### src/rtl/guess_game_pkg.sv
// Shared definitions for the number-guessing game controller: FSM encoding,
// keypad codes, verdict codes and keypad decode helpers.
package guess_game_pkg;

  typedef enum logic [2:0] {
    IDLE  = 3'd0,
    ENTRY = 3'd1,
    CHECK = 3'd2,
    WIN   = 3'd3,
    LOSE  = 3'd4
  } game_state_e;

  localparam logic [3:0] KEY_ENTER = 4'd10;
  localparam logic [3:0] KEY_CLEAR = 4'd11;
  localparam logic [3:0] KEY_START = 4'd12;
  localparam logic [3:0] KEY_DIGIT_MAX = 4'd9;

  localparam logic [1:0] TIMES_NONE = 2'b00;
  localparam logic [1:0] TIMES_LOW  = 2'b01;
  localparam logic [1:0] TIMES_HIGH = 2'b10;
  localparam logic [1:0] TIMES_WIN  = 2'b11;

  localparam logic [3:0] BCD_NINE = 4'd9;

  function automatic logic isOneHot(input logic [15:0] keys);
    return (keys != 16'd0) && ((keys & (keys - 16'd1)) == 16'd0);
  endfunction

  // Only meaningful when isOneHot() holds for the same vector.
  function automatic logic [3:0] keyIndex(input logic [15:0] keys);
    logic [3:0] idx;
    idx = 4'd0;
    for (int i = 0; i < 16; i++) begin
      if (keys[i]) begin
        idx = 4'(i);
      end
    end
    return idx;
  endfunction

endpackage

### src/rtl/bcd_counter3.sv
// Free-running three-digit BCD counter, 000..999 then wrap; its value at the
// moment START is pressed becomes the secret number.
module bcd_counter3
  import guess_game_pkg::*;
(
  input  logic        clk_50M,
  input  logic        RSTn,
  output logic [11:0] count
);

  logic [11:0] count_q;
  logic [11:0] count_d;

  always_comb begin
    count_d = count_q;
    if (count_q[3:0] != BCD_NINE) begin
      count_d[3:0] = count_q[3:0] + 4'd1;
    end else begin
      count_d[3:0] = 4'd0;
      if (count_q[7:4] != BCD_NINE) begin
        count_d[7:4] = count_q[7:4] + 4'd1;
      end else begin
        count_d[7:4] = 4'd0;
        if (count_q[11:8] != BCD_NINE) begin
          count_d[11:8] = count_q[11:8] + 4'd1;
        end else begin
          count_d[11:8] = 4'd0;
        end
      end
    end
  end

  always_ff @(posedge clk_50M or negedge RSTn) begin
    if (!RSTn) begin
      count_q <= 12'h000;
    end else begin
      count_q <= count_d;
    end
  end

  assign count = count_q;

endmodule

### src/rtl/guess_game_ctrl.sv
// Number-guessing game controller: keypad edge detect, game FSM, BCD entry
// register, secret comparator and buzzer timer.
module guess_game_ctrl
  import guess_game_pkg::*;
#(
  parameter int MAX_TRIES  = 8,
  parameter int BUZZ_SHORT = 5_000_000,
  parameter int BUZZ_LONG  = 25_000_000
) (
  input  logic        clk_50M,
  input  logic        RSTn,
  input  logic [15:0] key_deb,
  output logic [11:0] data_disp,
  output logic [3:0]  tries,
  output logic [1:0]  times,
  output logic        buzzer,
  output logic [2:0]  game_state
);

  localparam int BUZZ_MAX = (BUZZ_LONG > BUZZ_SHORT) ? BUZZ_LONG : BUZZ_SHORT;
  localparam int BUZZ_W   = $clog2(BUZZ_MAX + 1);
  localparam logic [BUZZ_W-1:0] BUZZ_SHORT_V = BUZZ_W'(BUZZ_SHORT);
  localparam logic [BUZZ_W-1:0] BUZZ_LONG_V  = BUZZ_W'(BUZZ_LONG);
  localparam logic [BUZZ_W-1:0] BUZZ_ONE     = BUZZ_W'(1);
  localparam logic [3:0]        TRIES_MAX    = 4'(MAX_TRIES);

  game_state_e       state_q, state_d;
  logic [15:0]       keyPrev_q;
  logic [11:0]       secret_q, secret_d;
  logic [11:0]       entry_q, entry_d;
  logic [1:0]        digitCnt_q, digitCnt_d;
  logic              freshEntry_q, freshEntry_d;
  logic [3:0]        tries_q, tries_d;
  logic [1:0]        times_q, times_d;
  logic [BUZZ_W-1:0] buzzCnt_q, buzzCnt_d;

  logic [11:0] bcdCount;
  logic        keyEvent;
  logic [3:0]  keyCode;
  logic        isDigit, isEnter, isClear, isStart;
  logic [3:0]  triesInc;
  logic        guessEqual, guessLow;

  bcd_counter3 uBcdCounter (
    .clk_50M (clk_50M),
    .RSTn    (RSTn),
    .count   (bcdCount)
  );

  // A key fires only on the idle-to-single-key transition, so holds,
  // releases and chords never produce events.
  assign keyEvent = isOneHot(key_deb) && (keyPrev_q == 16'd0);
  assign keyCode  = keyIndex(key_deb);
  assign isDigit  = keyEvent && (keyCode <= KEY_DIGIT_MAX);
  assign isEnter  = keyEvent && (keyCode == KEY_ENTER);
  assign isClear  = keyEvent && (keyCode == KEY_CLEAR);
  assign isStart  = keyEvent && (keyCode == KEY_START);

  assign triesInc   = (tries_q >= TRIES_MAX) ? TRIES_MAX : tries_q + 4'd1;
  assign guessEqual = (entry_q == secret_q);
  assign guessLow   = (entry_q < secret_q);

  always_ff @(posedge clk_50M or negedge RSTn) begin
    if (!RSTn) begin
      state_q <= IDLE;
    end else begin
      state_q <= state_d;
    end
  end

  always_comb begin
    state_d = state_q;
    unique case (state_q)
      IDLE, WIN, LOSE: begin
        if (isStart) begin
          state_d = ENTRY;
        end
      end
      ENTRY: begin
        if (isStart) begin
          state_d = ENTRY;
        end else if (isEnter && (digitCnt_q != 2'd0)) begin
          state_d = CHECK;
        end
      end
      CHECK: begin
        if (guessEqual) begin
          state_d = WIN;
        end else if (triesInc == TRIES_MAX) begin
          state_d = LOSE;
        end else begin
          state_d = ENTRY;
        end
      end
      default: state_d = IDLE;
    endcase
  end

  // Datapath next-state; the buzzer timer counts down unless reloaded.
  always_comb begin
    secret_d     = secret_q;
    entry_d      = entry_q;
    digitCnt_d   = digitCnt_q;
    freshEntry_d = freshEntry_q;
    tries_d      = tries_q;
    times_d      = times_q;
    buzzCnt_d    = (buzzCnt_q != '0) ? buzzCnt_q - BUZZ_ONE : '0;

    if (isStart && (state_q != CHECK)) begin
      secret_d     = bcdCount;
      entry_d      = 12'h000;
      digitCnt_d   = 2'd0;
      freshEntry_d = 1'b0;
      tries_d      = 4'd0;
      times_d      = TIMES_NONE;
      buzzCnt_d    = '0;
    end else begin
      case (state_q)
        ENTRY: begin
          if (isDigit) begin
            if (freshEntry_q) begin
              entry_d      = {8'h00, keyCode};
              digitCnt_d   = 2'd1;
              freshEntry_d = 1'b0;
              times_d      = TIMES_NONE;
            end else begin
              entry_d    = {entry_q[7:0], keyCode};
              digitCnt_d = (digitCnt_q == 2'd3) ? 2'd3 : digitCnt_q + 2'd1;
            end
          end else if (isClear) begin
            entry_d    = 12'h000;
            digitCnt_d = 2'd0;
          end
        end
        CHECK: begin
          // The guess stays on display until the next digit starts over.
          tries_d      = triesInc;
          digitCnt_d   = 2'd0;
          freshEntry_d = 1'b1;
          if (guessEqual) begin
            times_d   = TIMES_WIN;
            buzzCnt_d = BUZZ_LONG_V;
          end else begin
            times_d   = guessLow ? TIMES_LOW : TIMES_HIGH;
            buzzCnt_d = (triesInc == TRIES_MAX) ? BUZZ_LONG_V : BUZZ_SHORT_V;
          end
        end
        default: ;
      endcase
    end
  end

  always_ff @(posedge clk_50M or negedge RSTn) begin
    if (!RSTn) begin
      keyPrev_q    <= 16'd0;
      secret_q     <= 12'h000;
      entry_q      <= 12'h000;
      digitCnt_q   <= 2'd0;
      freshEntry_q <= 1'b0;
      tries_q      <= 4'd0;
      times_q      <= TIMES_NONE;
      buzzCnt_q    <= '0;
    end else begin
      keyPrev_q    <= key_deb;
      secret_q     <= secret_d;
      entry_q      <= entry_d;
      digitCnt_q   <= digitCnt_d;
      freshEntry_q <= freshEntry_d;
      tries_q      <= tries_d;
      times_q      <= times_d;
      buzzCnt_q    <= buzzCnt_d;
    end
  end

  always_comb begin
    unique case (state_q)
      IDLE:      data_disp = 12'h000;
      WIN, LOSE: data_disp = secret_q;
      default:   data_disp = entry_q;
    endcase
  end

  assign tries      = tries_q;
  assign times      = times_q;
  assign buzzer     = (buzzCnt_q != '0);
  assign game_state = state_q;

endmodule

### config.mk
export PLATFORM = sky130hd
export DESIGN_NAME = guess_game_ctrl
export DESIGN_NICKNAME = d
export VERILOG_FILES = /design/src/rtl/guess_game_pkg.sv /design/src/rtl/bcd_counter3.sv /design/src/rtl/guess_game_ctrl.sv
export SDC_FILE = /design/constraint.sdc
export NUM_CORES = 1
export LEC_CHECK = 0
export ABC_AREA = 1
export CAP_MARGIN = 20
export CORE_MARGIN = 4
export CORE_UTILIZATION = 35
export DETAILED_ROUTE_END_ITERATION = 12
export GPL_TIMING_DRIVEN = 1
export PLACE_DENSITY = 0.53
export SETUP_SLACK_MARGIN = 0.3
export SLEW_MARGIN = 20
export SYNTH_ARGS = -nofsm -noshare
export SYNTH_HDL_FRONTEND = slang
export SYNTH_SLANG_ARGS = --single-unit
### constraint.sdc
create_clock -name clk_50M -period 6.4 [get_ports clk_50M]
set_clock_uncertainty 0.05 [all_clocks]
set_input_delay 1.28 -clock clk_50M [delete_from_list [all_inputs] [get_ports clk_50M]]
set_output_delay 1.28 -clock clk_50M [all_outputs]
set_load 0.1 [all_outputs]
**Yosys cells after proc, flatten, opt, wreduce, memory -nomap -nowiden**

Index checks and enable logic that the tools add are counted.

- $add $sub $neg: 7
- Multiply operators: 0
- Div/mod/pow operators: 0
- $lt $le $gt $ge: 3
- Equal/unequal tests: 19
- Shifts and indexed selects: 0
- Muxes and demuxes: 53
- Bitwise logic cells: 3
- Reduce and logical (&&, ||, !) cells: 26

Operators by type and width:

| kind | number |
|---|---|
| $mux W25 | 5 |
| $mux W4 | 20 |
| $mux W12 | 5 |
| $logic_not A16 Y1 | 2 |
| $reduce_bool A25 Y1 | 1 |
| $sub A25 B1 Y25 const B | 1 |
| $pmux W12 S2 | 1 |
| $mux W2 | 10 |
| $add A4 B1 Y4 const B | 4 |
| $and A16 B16 Y16 | 1 |
| $eq A4 B4 Y1 const B | 4 |
| $ne A4 B4 Y1 const B | 4 |
| $reduce_bool A16 Y1 | 1 |
| $sub A16 B1 Y16 const B | 1 |
| $mux W3 | 5 |
| $eq A12 B12 Y1 | 1 |
| $lt A12 B12 Y1 | 1 |
| $reduce_and A2 Y1 | 5 |
| $ne A3 B3 Y1 const B | 3 |
| $pmux W3 S3 | 1 |
| $logic_and A1 B1 Y1 | 8 |
| $pmux W2 S2 | 2 |
| $eq A3 B2 Y1 const B | 2 |
| $reduce_bool A2 Y1 | 3 |
| 16 further kinds | 20 |

- Register bits: 89
- Bits in latches: 0
- Bits in writable memories: 0
- ROM bits: 0
- Input port bits: 18
- Output and inout bits: 22
- Logic and storage cells: 123
- Memories kept: 0

**Logic depth before layout (Yosys ltp)**

- Word-level depth: 21
- Mapped depth: 20
- Mapped depth without buffers: 20

**Hierarchy**

A second synthesis with hierarchy kept.

- Cells, all modules: 691
- Area, all modules: 5300.1 µm²

Modules (own cells, without submodules):

| module | instances | cells each | area an instance (µm²) | sequential area each (µm²) |
|---|---|---|---|---|
| guess_game_ctrl | 1 | 617 | 4678.2 | 1926.8 |
| bcd_counter3 | 1 | 74 | 621.8 | 300.3 |

**Worst setup path after synthesis**

Ideal clock, no wire load.

- Kind: reg2out
- Start: register state_q[0] (netlist: game_state[0])
- End: output data_disp[0]
- Data arrival time: 3.686 ns
- Required time: 5.070 ns
- Setup slack: 1.384 ns
- Stages on the path, launching flop included: 7
- Buffers on the path: 0
- Cells stage by stage: dfrtp_1 -> nor2_1 -> inv_1 -> nand2_1 -> nand2_1 -> o21ai_0 -> o21ai_0

- Cells in the longest elaborated chain, start to end: 3
- Elaborated cells on any way between the ends: 5
- Classes of those cells: eq/ne: 2; mux: 1; reduce/logical: 2

RTL lines:

| item | RTL line | RTL |
|---|---|---|
| start: declaration | guess_game_ctrl.sv:27 | `game_state_e state_q, state_d;` |
| start signal: assignment | guess_game_ctrl.sv:67 | `state_q <= state_d;` |
| $eq A3 B2 Y1 / $eq A3 B3 Y1 (equally long branches) | guess_game_ctrl.sv:176 | `unique case (state_q)` |
| $reduce_or A2 Y1 | guess_game_ctrl.sv:176 |  |
| $pmux W12 S2 (*) | guess_game_ctrl.sv:176 |  |
| end: declaration | guess_game_ctrl.sv:13 | `output logic [11:0] data_disp,` |

Mark *: on every way between the ends. The rest lies on a longest branch, timed or not.

**Final worst setup path**

Same ends and word-level chain as after synthesis.

==> qor.csv <==
metric,value,unit
final_common_cell,nor2_1,
slew_viol_final,0,
highest_layer,met4,
total_power,1.18,mW
postCtsResizedCells,0,
grt.overflow.total,0,
insertion_delay,0.35,ns
layout-drive-gt1-share,0.0847,
grt_setup_unrepaired,false,
critPathKind,register to primary output,
cts_buffers,9,
dieArea,16900,µm²
portBuffers,39,
cp-end-kind,primary output,
critPathArrivalTime,3.45,ns
fill_cells,1486,
drc,0,
via_per_inst,4.96,
syn_area_per_cell,7.60,µm²
hp-class,register to register,
initial_utilization,0.358,
syn2layout_area_growth,17.2,%
yosysSeqAreaShare,0.429,
final_cell_mix,"nor2_1, nand2_1, inv_1, dfrtp_1, nand3_1",
finalHoldViolations,0,
post_cts_buffers,0,
yosysWarnings,0,
max_cap_viol_count,0,
layout.nets,760,
cts-htree-levels,3,
grt_first_pass_wirelength,22300,µm
yosysUniqueCellTypes,42,
synthFlopType,dfrtp_1,
grt_use_total,0.167,
clockBufferDepth,2,
die_w,130,µm
synth_nets,717,
wl_met2,5930,µm
wirelength,13100,µm
fmax,209,MHz
setup.worst_path.start_class,register,
synth_seq_cells,89,
drtIter0Drc,298,
hold_buffers,0,
met3_length,542,µm
drt.antenna.violating_nets,0,
clk_pin_slew,0.06,ns
synthArstFlopShare,1.00,
coreArea,14500,µm²
synth_edf_count,0,
cts-root-buf,clkbuf_16,
grt_max_degree,49,
finalSetupViolations,0,
status,"complete, no violations",
grt_pass1_vias,4660,
required,5.07,ns
antenna_found_initial,0,
cts_tree,built,
relSlewSlack,0.307,
worstPathMaxFanout,12,
period_minus_slack,4.78,ns
hpwl,9770,µm
num_rows,44,
tightest_slew,1.04,ns
antenna_cells,0,
wl_met1,6400,µm
p_leak,2.89,nW
ios,40,
cts.sinks,89,
synth_cells,684,
post-route-period-util,0.747,
power.density,194,nW/µm²
syn_area,5200,µm²
firstDrtPassIters,4,
fp.dieH,130,µm
gp_congestion,0.887,
avgRoutedWirePerCell,14.3,µm
peakVddDrop,128,µV
via_count,4543,
fin_tns_setup,0,ns
## final cells by class
class / count / area [µm²] / area share
clock inverters: 4 / 51.3 / 0.00842
clock buffers: 12 / 256 / 0.0421
well taps: 184 / 230 / 0.0378
flip-flops and latches: 89 / 2230 / 0.366
inverters: 98 / 369 / 0.0606
multi-input cells: 487 / 2540 / 0.418
repair buffers: 42 / 410 / 0.0674
## synth_stat cells, drive strengths merged (6+ instances only)
master,number,area share
nor2,138,0.11
nand2,127,0.097
inv,96,0.069
dfrtp,89,0.43
nand3,52,0.059
a21oi,30,0.029
o21ai,26,0.025
nor3,19,0.020
ha,15,0.036
nand4,15,0.019
o22ai,14,0.017
xnor2,11,0.019
xor2,11,0.019
o31ai,7,0.010
buf,6,0.0079
nor4,6,0.0096
## worst paths after layout
| check | start | endpoint | slack [ns] | cells past startpoint |
|---|---|---|---|---|
| max | game_state[0] | data_disp[0] | 1.62 | 7 |
| min | buzzCnt_q[0] | buzzCnt_q[0] | 0.37 | 1 |
| max reg2reg | keyPrev_q[4] | entry_q[8] | 3.32 | 14 |
| min reg2reg | buzzCnt_q[0] | buzzCnt_q[0] | 0.37 | 1 |
| max in group asynchronous | RSTn | keyPrev_q[7] | 4.40 | 2 |
| min in group asynchronous | RSTn | buzzCnt_q[3] | 0.87 | 1 |
## cells by family (layout without fill, tap and decap cells)
kind of cell	after synthesis	count (layout)	share of synthesized area
and+or+nand+nor	361	361	0.318
buffers and inverters	108	156	0.0818
AOI/OAI and AO/OA	89	89	0.0985
DFF	89	89	0.429
xor gates and xnor gates	22	22	0.0371
adders and majority gates	15	15	0.0361
## flip-flops by register name, summed over array words and instances (netlist names)
register,flops
uBcdCounter.count,12
digitCnt_q,2
tries,4
freshEntry_q,1
secret_q,12
buzzCnt_q,25
keyPrev_q,16
times,2
game_state,3
entry_q,12
## critical path: stages, from the launching register on
cell	delay [ns]
dfrtp_1	0.44
inv_1	0.10
o21ai_0	0.12
nand2_1	0.36
o21ai_0	0.45
buf_4	0.31
o21ai_0	0.16
clkdlybuf4s50_1	1.16
## layer usage
layer  GRT usage  up-vias
met3      0.0446       20
met1       0.221     2136
met5           0        -
li1            -     2303
met2       0.266       84
met4      0.0556        0
## through the flow
stage          std cells  utilization  cell area [µm²]  hold WS [ns]  worst slack, ns
2_1_floorplan        684            -             5200         0.353             1.38
6_report             916        0.419             6090         0.372             1.62
5_1_grt              916        0.419             6090         0.406             1.40
3_3_place_gp         900        0.398             5780         0.366             1.80
3_5_place_dp         900        0.398             5780         0.363             1.75
4_1_cts              916        0.419             6090         0.372             1.60
## report_power, final
group / total, mW / internal, mW / switching [mW]
combinational: 0.0613 / 0.0193 / 0.0420
sequential: 0.570 / 0.568 / 0.00251
clock: 0.547 / 0.324 / 0.223
total: 1.18 / 0.911 / 0.268
Power figures use the tool's default switching activity.
